## config.mk

```make
export PLATFORM = sky130hd
export DESIGN_NAME = rs_sched_ctrl_flat
export DESIGN_NICKNAME = d
export VERILOG_FILES = /design/src/rtl/rs_sched_ctrl_if.sv /design/src/rtl/rs_sched_ctrl.sv /design/src/flat_wrapper.sv
export SDC_FILE = /design/constraint.sdc
export NUM_CORES = 1
export LEC_CHECK = 0
export BUFFER_PORTS_ARGS = -buffer_cell sky130_fd_sc_hd__buf_2
export CORE_AREA = 2 2 86 88
export CTS_BUF_LIST = sky130_fd_sc_hd__clkbuf_16
export DETAILED_ROUTE_END_ITERATION = 8
export DIE_AREA = 0 0 88 90
export PLACE_DENSITY = 0.95
export RECOVER_POWER = 100
export SKIP_LAST_GASP = 1
export SYNTH_ARGS = -nofsm -noshare
export SYNTH_HDL_FRONTEND = slang
export SYNTH_SLANG_ARGS = --single-unit
export TNS_END_PERCENT = 10
```

## constraint.sdc

```tcl
create_clock -name i_clk -period 5.5 [get_ports i_clk]
set_input_delay 0.55 -clock i_clk [delete_from_list [all_inputs] [get_ports i_clk]]
set_output_delay 0.55 -clock i_clk [all_outputs]
set_load 0.01 [all_outputs]
```

## src/rtl/rs_sched_ctrl_if.sv

```systemverilog
// Dispatch, CDB and issue signals of one reservation-station scheduler.
// The o_occ_cnt member exists only when RS_OCC_CNT_EN is defined.
interface rs_sched_ctrl_if #(
  parameter int unsigned ENT_SEL = 2,
  parameter int unsigned TAG_W   = 6
);
  logic               i_flush;
  logic               i_dp_vld;
  logic [1:0]         i_req_num;
  logic [TAG_W-1:0]   i_src1_tag_1;
  logic [TAG_W-1:0]   i_src2_tag_1;
  logic               i_src1_rdy_1;
  logic               i_src2_rdy_1;
  logic [TAG_W-1:0]   i_src1_tag_2;
  logic [TAG_W-1:0]   i_src2_tag_2;
  logic               i_src1_rdy_2;
  logic               i_src2_rdy_2;
  logic               o_allocable;
  logic [ENT_SEL-1:0] o_alloc_ent_1;
  logic [ENT_SEL-1:0] o_alloc_ent_2;
  logic               i_cdb_vld;
  logic [TAG_W-1:0]   i_cdb_tag;
  logic               o_issue_vld;
  logic [ENT_SEL-1:0] o_issue_ent;
  logic               i_issue_rdy;
`ifdef RS_OCC_CNT_EN
  logic [ENT_SEL:0]   o_occ_cnt;
`endif

  modport master (
    output i_flush, i_dp_vld, i_req_num,
    output i_src1_tag_1, i_src2_tag_1, i_src1_rdy_1, i_src2_rdy_1,
    output i_src1_tag_2, i_src2_tag_2, i_src1_rdy_2, i_src2_rdy_2,
    output i_cdb_vld, i_cdb_tag, i_issue_rdy,
`ifdef RS_OCC_CNT_EN
    input  o_occ_cnt,
`endif
    input  o_allocable, o_alloc_ent_1, o_alloc_ent_2, o_issue_vld, o_issue_ent
  );

  modport slave (
    input  i_flush, i_dp_vld, i_req_num,
    input  i_src1_tag_1, i_src2_tag_1, i_src1_rdy_1, i_src2_rdy_1,
    input  i_src1_tag_2, i_src2_tag_2, i_src1_rdy_2, i_src2_rdy_2,
    input  i_cdb_vld, i_cdb_tag, i_issue_rdy,
`ifdef RS_OCC_CNT_EN
    output o_occ_cnt,
`endif
    output o_allocable, o_alloc_ent_1, o_alloc_ent_2, o_issue_vld, o_issue_ent
  );
endinterface

```

## src/rtl/rs_sched_ctrl.sv

```systemverilog
// Reservation-station scheduler: 2-wide allocation, CDB wakeup, in-order-by-index issue.
// Define RS_OCC_CNT_EN to add the registered occupancy counter o_occ_cnt.
module rs_sched_ctrl #(
  parameter int unsigned ENT_NUM = 4,
  parameter int unsigned ENT_SEL = 2,
  parameter int unsigned TAG_W   = 6
) (
  input logic            i_clk,
  input logic            i_rst,
  rs_sched_ctrl_if.slave rs
);
  localparam int unsigned CntW = ENT_SEL + 1;

  logic [ENT_NUM-1:0] busy_q;
  logic [ENT_NUM-1:0] src1_rdy_q;
  logic [ENT_NUM-1:0] src2_rdy_q;
  logic [TAG_W-1:0]   src1_tag_q [ENT_NUM];
  logic [TAG_W-1:0]   src2_tag_q [ENT_NUM];

  logic [ENT_SEL-1:0] alloc_ent_1;
  logic [ENT_SEL-1:0] alloc_ent_2;
  logic [ENT_SEL-1:0] issue_ent;
  logic [CntW-1:0]    free_cnt;
  logic               found_1;
  logic               found_2;
  logic [ENT_NUM-1:0] rdy_vec;
  logic               allocable;
  logic               issue_vld;
  logic               dp_fire;
  logic               issue_fire;
  logic               wr_1;
  logic               wr_2;
  logic               rdy1_1, rdy2_1, rdy1_2, rdy2_2;

  always_comb begin
    alloc_ent_1 = '0;
    alloc_ent_2 = '0;
    found_1     = 1'b0;
    found_2     = 1'b0;
    free_cnt    = '0;
    for (int i = 0; i < ENT_NUM; i++) begin
      if (!busy_q[i]) begin
        free_cnt = free_cnt + CntW'(1);
        if (!found_1) begin
          alloc_ent_1 = ENT_SEL'(i);
          found_1     = 1'b1;
        end else if (!found_2) begin
          alloc_ent_2 = ENT_SEL'(i);
          found_2     = 1'b1;
        end
      end
    end
  end

  assign allocable = free_cnt >= CntW'(rs.i_req_num);
  assign dp_fire   = rs.i_dp_vld & allocable & ~rs.i_flush;
  assign wr_1      = dp_fire & (|rs.i_req_num);
  assign wr_2      = dp_fire & rs.i_req_num[1];

  // A source produced on the CDB in the dispatch cycle would otherwise miss its wakeup.
  assign rdy1_1 = rs.i_src1_rdy_1 | (rs.i_cdb_vld & (rs.i_cdb_tag == rs.i_src1_tag_1));
  assign rdy2_1 = rs.i_src2_rdy_1 | (rs.i_cdb_vld & (rs.i_cdb_tag == rs.i_src2_tag_1));
  assign rdy1_2 = rs.i_src1_rdy_2 | (rs.i_cdb_vld & (rs.i_cdb_tag == rs.i_src1_tag_2));
  assign rdy2_2 = rs.i_src2_rdy_2 | (rs.i_cdb_vld & (rs.i_cdb_tag == rs.i_src2_tag_2));

  assign rdy_vec = busy_q & src1_rdy_q & src2_rdy_q;

  always_comb begin
    issue_ent = '0;
    issue_vld = 1'b0;
    for (int i = ENT_NUM - 1; i >= 0; i--) begin
      if (rdy_vec[i]) begin
        issue_ent = ENT_SEL'(i);
        issue_vld = 1'b1;
      end
    end
  end

  assign issue_fire = issue_vld & rs.i_issue_rdy;

  always_ff @(posedge i_clk or posedge i_rst) begin
    if (i_rst) begin
      busy_q     <= '0;
      src1_rdy_q <= '0;
      src2_rdy_q <= '0;
      for (int i = 0; i < ENT_NUM; i++) begin
        src1_tag_q[i] <= '0;
        src2_tag_q[i] <= '0;
      end
    end else if (rs.i_flush) begin
      busy_q     <= '0;
      src1_rdy_q <= '0;
      src2_rdy_q <= '0;
      for (int i = 0; i < ENT_NUM; i++) begin
        src1_tag_q[i] <= '0;
        src2_tag_q[i] <= '0;
      end
    end else begin
      for (int i = 0; i < ENT_NUM; i++) begin
        if (rs.i_cdb_vld && busy_q[i]) begin
          if (src1_tag_q[i] == rs.i_cdb_tag) src1_rdy_q[i] <= 1'b1;
          if (src2_tag_q[i] == rs.i_cdb_tag) src2_rdy_q[i] <= 1'b1;
        end
        if (issue_fire && (issue_ent == ENT_SEL'(i))) busy_q[i] <= 1'b0;
        // Allocated entries are free in busy_q, so they never collide with wakeup or issue.
        if (wr_1 && (alloc_ent_1 == ENT_SEL'(i))) begin
          busy_q[i]     <= 1'b1;
          src1_tag_q[i] <= rs.i_src1_tag_1;
          src2_tag_q[i] <= rs.i_src2_tag_1;
          src1_rdy_q[i] <= rdy1_1;
          src2_rdy_q[i] <= rdy2_1;
        end else if (wr_2 && (alloc_ent_2 == ENT_SEL'(i))) begin
          busy_q[i]     <= 1'b1;
          src1_tag_q[i] <= rs.i_src1_tag_2;
          src2_tag_q[i] <= rs.i_src2_tag_2;
          src1_rdy_q[i] <= rdy1_2;
          src2_rdy_q[i] <= rdy2_2;
        end
      end
    end
  end

`ifdef RS_OCC_CNT_EN
  logic [CntW-1:0] occ_cnt_q;

  always_ff @(posedge i_clk or posedge i_rst) begin
    if (i_rst) begin
      occ_cnt_q <= '0;
    end else if (rs.i_flush) begin
      occ_cnt_q <= '0;
    end else begin
      occ_cnt_q <= occ_cnt_q + (dp_fire ? CntW'(rs.i_req_num) : '0) - CntW'(issue_fire);
    end
  end

  assign rs.o_occ_cnt = occ_cnt_q;
`endif

  assign rs.o_allocable   = allocable;
  assign rs.o_alloc_ent_1 = alloc_ent_1;
  assign rs.o_alloc_ent_2 = alloc_ent_2;
  assign rs.o_issue_vld   = issue_vld;
  assign rs.o_issue_ent   = issue_ent;

endmodule

```

## src/flat_wrapper.sv

```systemverilog
// flat-port wrapper written by rule: the top's interface ports become plain ports
module rs_sched_ctrl_flat 
#(
  parameter int unsigned ENT_NUM = 4,
  parameter int unsigned ENT_SEL = 2,
  parameter int unsigned TAG_W   = 6
)
  (i_clk, i_rst, rs_i_flush, rs_i_dp_vld, rs_i_req_num, rs_i_src1_tag_1, rs_i_src2_tag_1, rs_i_src1_rdy_1, rs_i_src2_rdy_1, rs_i_src1_tag_2, rs_i_src2_tag_2, rs_i_src1_rdy_2, rs_i_src2_rdy_2, rs_i_cdb_vld, rs_i_cdb_tag, rs_i_issue_rdy, rs_o_allocable, rs_o_alloc_ent_1, rs_o_alloc_ent_2, rs_o_issue_vld, rs_o_issue_ent);
  rs_sched_ctrl_if #(.ENT_SEL(ENT_SEL), .TAG_W(TAG_W)) rs_i ();
  input logic i_clk;
  input logic i_rst;
  input wire logic [$bits(rs_i.i_flush)-1:0] rs_i_flush;
  input wire logic [$bits(rs_i.i_dp_vld)-1:0] rs_i_dp_vld;
  input wire logic [$bits(rs_i.i_req_num)-1:0] rs_i_req_num;
  input wire logic [$bits(rs_i.i_src1_tag_1)-1:0] rs_i_src1_tag_1;
  input wire logic [$bits(rs_i.i_src2_tag_1)-1:0] rs_i_src2_tag_1;
  input wire logic [$bits(rs_i.i_src1_rdy_1)-1:0] rs_i_src1_rdy_1;
  input wire logic [$bits(rs_i.i_src2_rdy_1)-1:0] rs_i_src2_rdy_1;
  input wire logic [$bits(rs_i.i_src1_tag_2)-1:0] rs_i_src1_tag_2;
  input wire logic [$bits(rs_i.i_src2_tag_2)-1:0] rs_i_src2_tag_2;
  input wire logic [$bits(rs_i.i_src1_rdy_2)-1:0] rs_i_src1_rdy_2;
  input wire logic [$bits(rs_i.i_src2_rdy_2)-1:0] rs_i_src2_rdy_2;
  input wire logic [$bits(rs_i.i_cdb_vld)-1:0] rs_i_cdb_vld;
  input wire logic [$bits(rs_i.i_cdb_tag)-1:0] rs_i_cdb_tag;
  input wire logic [$bits(rs_i.i_issue_rdy)-1:0] rs_i_issue_rdy;
  output wire logic [$bits(rs_i.o_allocable)-1:0] rs_o_allocable;
  output wire logic [$bits(rs_i.o_alloc_ent_1)-1:0] rs_o_alloc_ent_1;
  output wire logic [$bits(rs_i.o_alloc_ent_2)-1:0] rs_o_alloc_ent_2;
  output wire logic [$bits(rs_i.o_issue_vld)-1:0] rs_o_issue_vld;
  output wire logic [$bits(rs_i.o_issue_ent)-1:0] rs_o_issue_ent;
  assign rs_i.i_flush = rs_i_flush;
  assign rs_i.i_dp_vld = rs_i_dp_vld;
  assign rs_i.i_req_num = rs_i_req_num;
  assign rs_i.i_src1_tag_1 = rs_i_src1_tag_1;
  assign rs_i.i_src2_tag_1 = rs_i_src2_tag_1;
  assign rs_i.i_src1_rdy_1 = rs_i_src1_rdy_1;
  assign rs_i.i_src2_rdy_1 = rs_i_src2_rdy_1;
  assign rs_i.i_src1_tag_2 = rs_i_src1_tag_2;
  assign rs_i.i_src2_tag_2 = rs_i_src2_tag_2;
  assign rs_i.i_src1_rdy_2 = rs_i_src1_rdy_2;
  assign rs_i.i_src2_rdy_2 = rs_i_src2_rdy_2;
  assign rs_i.i_cdb_vld = rs_i_cdb_vld;
  assign rs_i.i_cdb_tag = rs_i_cdb_tag;
  assign rs_i.i_issue_rdy = rs_i_issue_rdy;
  assign rs_o_allocable = rs_i.o_allocable;
  assign rs_o_alloc_ent_1 = rs_i.o_alloc_ent_1;
  assign rs_o_alloc_ent_2 = rs_i.o_alloc_ent_2;
  assign rs_o_issue_vld = rs_i.o_issue_vld;
  assign rs_o_issue_ent = rs_i.o_issue_ent;
  rs_sched_ctrl #(.ENT_NUM(ENT_NUM), .ENT_SEL(ENT_SEL), .TAG_W(TAG_W)) u_core (.i_clk(i_clk), .i_rst(i_rst), .rs(rs_i));
endmodule
```

==> impl_results.html <==
<table>
<tr><th>Metric</th><th>Value</th></tr>
<tr><th colspan="2">Outcome</th></tr>
<tr><td>Run status</td><td>complete, but fails checks</td></tr>
<tr><td>Violated checks</td><td>max-capacitance violations, max-slew violations</td></tr>
<tr><th colspan="2">Floorplan</th></tr>
<tr><td>Row count</td><td>31</td></tr>
<tr><td>Area of the core region</td><td>7020 um^2</td></tr>
<tr><td>Die X-Extent</td><td>88 um</td></tr>
<tr><td>Ports</td><td>50</td></tr>
<tr><td>Area of the die</td><td>7920 um^2</td></tr>
<tr><td>Die Span Y</td><td>90 um</td></tr>
<tr><td>Starting utilization of the core area</td><td>0.622</td></tr>
<tr><th colspan="2">Yosys</th></tr>
<tr><td>Largest area contributor in the synthesized netlist</td><td>sky130_fd_sc_hd__dfrtp_1</td></tr>
<tr><td>Yosys warns</td><td>0</td></tr>
<tr><td>Post-Synthesis Cell Area</td><td>4370 um^2</td></tr>
<tr><td>Per-instance average area after synthesis</td><td>8.51 um^2</td></tr>
<tr><td>Top cell type's share of synthesized area</td><td>0.344</td></tr>
<tr><td>Synthesized instance count</td><td>513</td></tr>
<tr><td>Seq cells post-synth</td><td>60</td></tr>
<tr><td>Leading cell types by total area after synthesis</td><td>sky130_fd_sc_hd__dfrtp_1, sky130_fd_sc_hd__xor2_1, sky130_fd_sc_hd__o211ai_1, sky130_fd_sc_hd__a31oi_1, sky130_fd_sc_hd__xnor2_1</td></tr>
<tr><td>Proportion of synthesized chip area in sequential cells</td><td>0.344</td></tr>
<tr><td>Post-synth net total</td><td>563</td></tr>
<tr><td>Number of distinct library cells after synthesis</td><td>42</td></tr>
<tr><th colspan="2">CTS</th></tr>
<tr><td>CTS clock-pin slew for the worst setup and hold paths</td><td>0.05 ns</td></tr>
<tr><td>Cts repair resizes</td><td>0</td></tr>
<tr><td>Postcts setup bufs</td><td>0</td></tr>
<tr><td>H-tree levels</td><td>3</td></tr>
<tr><td>CTS buffer count</td><td>9</td></tr>
<tr><td>CTS Buffer Depth</td><td>2</td></tr>
<tr><td>Hold-fix buffers at CTS</td><td>0</td></tr>
<tr><td>Root Buffer Master</td><td>sky130_fd_sc_hd__clkbuf_16</td></tr>
<tr><td>Worst-skew pair later-pin latency</td><td>0.33 ns</td></tr>
<tr><td>CTS tree</td><td>done</td></tr>
<tr><td>Clock tree sinks</td><td>60</td></tr>
<tr><th colspan="2">Finish</th></tr>
<tr><td>Total inserted antenna cells</td><td>0</td></tr>
<tr><td>Number of fill cells in the layout</td><td>534</td></tr>
<tr><td>Fin nets</td><td>586</td></tr>
<tr><td>Fraction of final layout cells sized beyond drive strength 1</td><td>0.128</td></tr>
<tr><td>Sequential standard cell area</td><td>1500 um^2</td></tr>
<tr><td>Area of the multi-input gates</td><td>2650 um^2</td></tr>
<tr><td>Area growth from synthesis to final layout</td><td>10.7%</td></tr>
<tr><th colspan="2">Global route</th></tr>
<tr><td>Number of antenna violations at the first check in global routing</td><td>0</td></tr>
<tr><td>Global route hottest layer</td><td>met2</td></tr>
<tr><td>Wire length of the first global-routing pass</td><td>22,300 um</td></tr>
<tr><td>Maximum number of pins on one net before global-route repair</td><td>63</td></tr>
<tr><td>Met3 usage in global routing</td><td>0.0891</td></tr>
<tr><td>Via count of the first global-routing pass</td><td>4,289</td></tr>
<tr><td>Overall overflow remaining after global route</td><td>0</td></tr>
<tr><td>Met1 track utilization from global routing</td><td>0.496</td></tr>
<tr><td>Aggregate global-route resource usage</td><td>0.364</td></tr>
<tr><td>Met2 Track Usage GR</td><td>0.539</td></tr>
<tr><th colspan="2">Worst setup path</th></tr>
<tr><td>Beginning of the critical path</td><td>u_core.busy_q[0]$_DFFE_PP0P_</td></tr>
<tr><td>Arrival time of data at the critical path endpoint</td><td>4.50 ns</td></tr>
<tr><td>Critical Path Source Type</td><td>flop</td></tr>
<tr><td>Flop2flop setup slack</td><td>1.22 ns</td></tr>
<tr><td>Sort of element at the end of the critical path</td><td>flop</td></tr>
<tr><td>Critical-path maximum fanout</td><td>19</td></tr>
<tr><td>R2r startpoint</td><td>u_core.busy_q[0]$_DFFE_PP0P_</td></tr>
<tr><td>Endpoint of the worst setup timing path</td><td>u_core.src2_rdy_q[3]$_DFFE_PP0P_</td></tr>
<tr><td>Slowest cell delay on critical path</td><td>1.64 ns</td></tr>
<tr><td>Slowest-stage cell, CP</td><td>sky130_fd_sc_hd__a2111oi_2</td></tr>
<tr><td>Critical path class</td><td>flop to flop</td></tr>
<tr><td>Destination of the worst register-to-register timing path</td><td>u_core.src2_rdy_q[3]$_DFFE_PP0P_</td></tr>
<tr><td>Combined buffer and inverter count along the critical path</td><td>2</td></tr>
<tr><td>Depth of the critical timing path with buffers and inverters included</td><td>11</td></tr>
<tr><td>Worst path cell trace</td><td>inv_1, ha_1, xnor2_1, ha_1, inv_1, o21ai_0, ha_1, a21oi_1, a2111oi_2, nor3_1, o31ai_1</td></tr>
<tr><td>Category of cells accounting for the largest share of critical-path delay</td><td>compound AO/OA/AOI/OAI gates</td></tr>
<tr><td>Worst endpoint required time</td><td>5.73 ns</td></tr>
<tr><td>Most prevalent standard cell on the critical path</td><td>sky130_fd_sc_hd__ha_1</td></tr>
<tr><td>Depth of the most critical reg-to-reg path</td><td>11</td></tr>
<tr><th colspan="2">STA</th></tr>
<tr><td>Maximum clock frequency</td><td>234 MHz</td></tr>
<tr><td>Max Clock Skew</td><td>0.00666 ns</td></tr>
<tr><td>Minimum clock period</td><td>4.28 ns</td></tr>
<tr><td>Count of final setup violators</td><td>0</td></tr>
<tr><td>Final worst path period share</td><td>0.778</td></tr>
<tr><td>Final count of hold timing violations</td><td>0</td></tr>
<tr><td>Post-Route Setup TNS</td><td>0 ns</td></tr>
<tr><td>Fin. max-slew vios</td><td>81</td></tr>
<tr><td>Tightest Pin Transition</td><td>3.25 ns</td></tr>
<tr><td>Relative max-transition margin</td><td>-1.17</td></tr>
<tr><td>RSZ-0062 raised after global routing</td><td>false</td></tr>
<tr><th colspan="2">Drt</th></tr>
<tr><td>DRT Pass-1 Iters</td><td>6</td></tr>
<tr><td>Wire per inst</td><td>21.8 um</td></tr>
<tr><td>Post-detailed-route count of antenna-violating nets</td><td>0</td></tr>
<tr><td>Number of DRC markers in iteration 0</td><td>721</td></tr>
<tr><td>Final routed DRC violation total</td><td>0</td></tr>
<tr><td>Mean number of vias per cell</td><td>7.12</td></tr>
<tr><td>Wire length reported by the detailed router</td><td>13,900 um</td></tr>
<tr><td>Total via count after detailed routing</td><td>4,552</td></tr>
<tr><th colspan="2">Placed design</th></tr>
<tr><td>PortBufs</td><td>49</td></tr>
<tr><td>Detailed placer's ending HPWL</td><td>8820 um</td></tr>
<tr><td>GP Congestion</td><td>0.936</td></tr>
<tr><th colspan="2">Job</th></tr>
<tr><td>Reported max-cap violation count</td><td>2</td></tr>
<tr><th colspan="2">Min path</th></tr>
<tr><td>Worst hold path startpoint</td><td>rs_i_src2_tag_2[3]</td></tr>
<tr><td>Path type of the worst min-delay path</td><td>input port to flop</td></tr>
<tr><th colspan="2">Power and ir drop</th></tr>
<tr><td>Leakage power summed over all cells</td><td>2.09 nW</td></tr>
<tr><td>Power density over the cells</td><td>430 nW/um^2</td></tr>
<tr><td>Final Power</td><td>2.08 mW</td></tr>
<tr><td>Max rail drop VDD</td><td>0.247 mV</td></tr>
</table>
-- Yosys cell counts --
cell / count
sky130_fd_sc_hd__dfrtp_1: 60
sky130_fd_sc_hd__nor2_1: 54
sky130_fd_sc_hd__xor2_1: 51
sky130_fd_sc_hd__a31oi_1: 49
sky130_fd_sc_hd__o211ai_1: 49
sky130_fd_sc_hd__nand3_1: 44
sky130_fd_sc_hd__clkbuf_1: 29
sky130_fd_sc_hd__nand2_1: 27
sky130_fd_sc_hd__xnor2_1: 26
sky130_fd_sc_hd__nor3_1: 14
sky130_fd_sc_hd__a41o_1: 10
sky130_fd_sc_hd__nand3b_1: 9
sky130_fd_sc_hd__ha_1: 8
sky130_fd_sc_hd__inv_1: 8
sky130_fd_sc_hd__nor4_1: 8
sky130_fd_sc_hd__a21oi_1: 7
sky130_fd_sc_hd__buf_1: 7
sky130_fd_sc_hd__o31ai_1: 6
sky130_fd_sc_hd__nand2b_1: 5
sky130_fd_sc_hd__buf_2: 4
sky130_fd_sc_hd__o21ai_0: 4
sky130_fd_sc_hd__and3_1: 3
sky130_fd_sc_hd__nand4_1: 3
sky130_fd_sc_hd__nor2b_1: 3
sky130_fd_sc_hd__a211o_1: 2
sky130_fd_sc_hd__a211oi_1: 2
sky130_fd_sc_hd__a31o_2: 2
sky130_fd_sc_hd__buf_6: 2
sky130_fd_sc_hd__inv_2: 2
sky130_fd_sc_hd__o32ai_1: 2
sky130_fd_sc_hd__or4_1: 2
sky130_fd_sc_hd__a2111oi_4: 1
sky130_fd_sc_hd__a211oi_2: 1
sky130_fd_sc_hd__a21boi_0: 1
sky130_fd_sc_hd__a21o_1: 1
sky130_fd_sc_hd__and2_1: 1
sky130_fd_sc_hd__mux2_2: 1
sky130_fd_sc_hd__o2111ai_1: 1
sky130_fd_sc_hd__o21a_1: 1
sky130_fd_sc_hd__o21ba_2: 1
sky130_fd_sc_hd__o221a_2: 1
sky130_fd_sc_hd__or4b_1: 1
-- worst min-delay path: stages --
cell and delay (ns):
sky130_fd_sc_hd__buf_2 0.14, sky130_fd_sc_hd__nand2_1 0.07, sky130_fd_sc_hd__a31oi_1 0.07
-- worst min path at each step --
stage / slack, ns / endpoint / cells past startpoint
2_1_floorplan: 0.56 / u_core.src1_tag_q[5]$_DFFE_PP0P_ / 2
3_3_place_gp: 0.57 / u_core.src1_tag_q[5]$_DFFE_PP0P_ / 2
3_5_place_dp: 0.58 / u_core.src2_tag_q[2]$_DFFE_PP0P_ / 2
4_1_cts: 0.46 / u_core.src2_tag_q[0]$_DFFE_PP0P_ / 3
5_1_grt: 0.55 / u_core.src2_tag_q[2]$_DFFE_PP0P_ / 3
6_report: 0.54 / u_core.src2_tag_q[3]$_DFFE_PP0P_ / 3
-- cell type report --
type | instances | share of cell area
multi-input cells | 401 | 0.548
flip-flops and latches | 60 | 0.310
repair buffers | 54 | 0.0564
clock buffers | 9 | 0.0466
well taps | 99 | 0.0256
inverters | 10 | 0.00776
clock inverters | 6 | 0.00517
-- layout by cell type (no fill, tap or decap), drive strengths merged, types with 2 or more instances in the layout --
cell type,netlist,routed
dfrtp,60,60
nor2,54,54
xor2,51,51
o211ai,49,49
a31oi,49,49
buf,13,48
nand3,44,44
nand2,27,27
xnor2,26,26
clkbuf,29,15
nor3,14,14
inv,10,12
a41o,10,10
nand3b,9,9
nor4,8,8
ha,8,8
a21oi,7,7
o31ai,6,6
nand2b,5,5
o21ai,4,4
clkinv,0,4
nor2b,3,3
and3,3,3
nand4,3,3
a211oi,3,3
a211o,2,2
or4,2,2
o32ai,2,2
a31o,2,2
-- power breakdown --
group | switching [mW] | internal, mW | total, mW
combinational | 0.624 | 0.299 | 0.923
sequential | 0.111 | 0.557 | 0.668
clock | 0.194 | 0.293 | 0.487
total | 0.929 | 1.15 | 2.08
-- metrics by stage --
stage                     instance area, um^2   util  cells  setup WS (ns)  hold slack [ns]
after global placement                   4610  0.656    624           1.84            0.573
after global routing                     4840  0.689    639           1.01            0.549
after CTS                                4860  0.692    639           1.56            0.458
after floorplan                          4370      -    513           2.48            0.556
final                                    4840  0.689    639           1.22            0.542
after detailed placement                 4610  0.656    624           1.69            0.583
-- state kept, by name, summed over array words and instances (netlist names) --
signal             cells
u_core.busy_q          4
u_core.src1_tag_q     24
u_core.src2_tag_q     24
u_core.src1_rdy_q      4
u_core.src2_rdy_q      4
-- metal layers --
metal  up-vias  wire [um]
met5         -          0
met4         0        801
met3        81       1660
met2       418       6280
met1      2115       5180
li1       1938          -
-- cell families after synthesis --
| group | Yosys count | share of synthesized area |
|---|---|---|
| AOI/OAI and AO/OA | 141 | 0.237 |
| xor gates and xnor gates | 77 | 0.154 |
| adders and majority gates | 8 | 0.0229 |
| buffers and inverters | 52 | 0.0493 |
| DFF | 60 | 0.344 |
| muxes | 1 | 0.00258 |
| and+or+nand+nor | 174 | 0.190 |
Power figures use the tool's default switching activity.
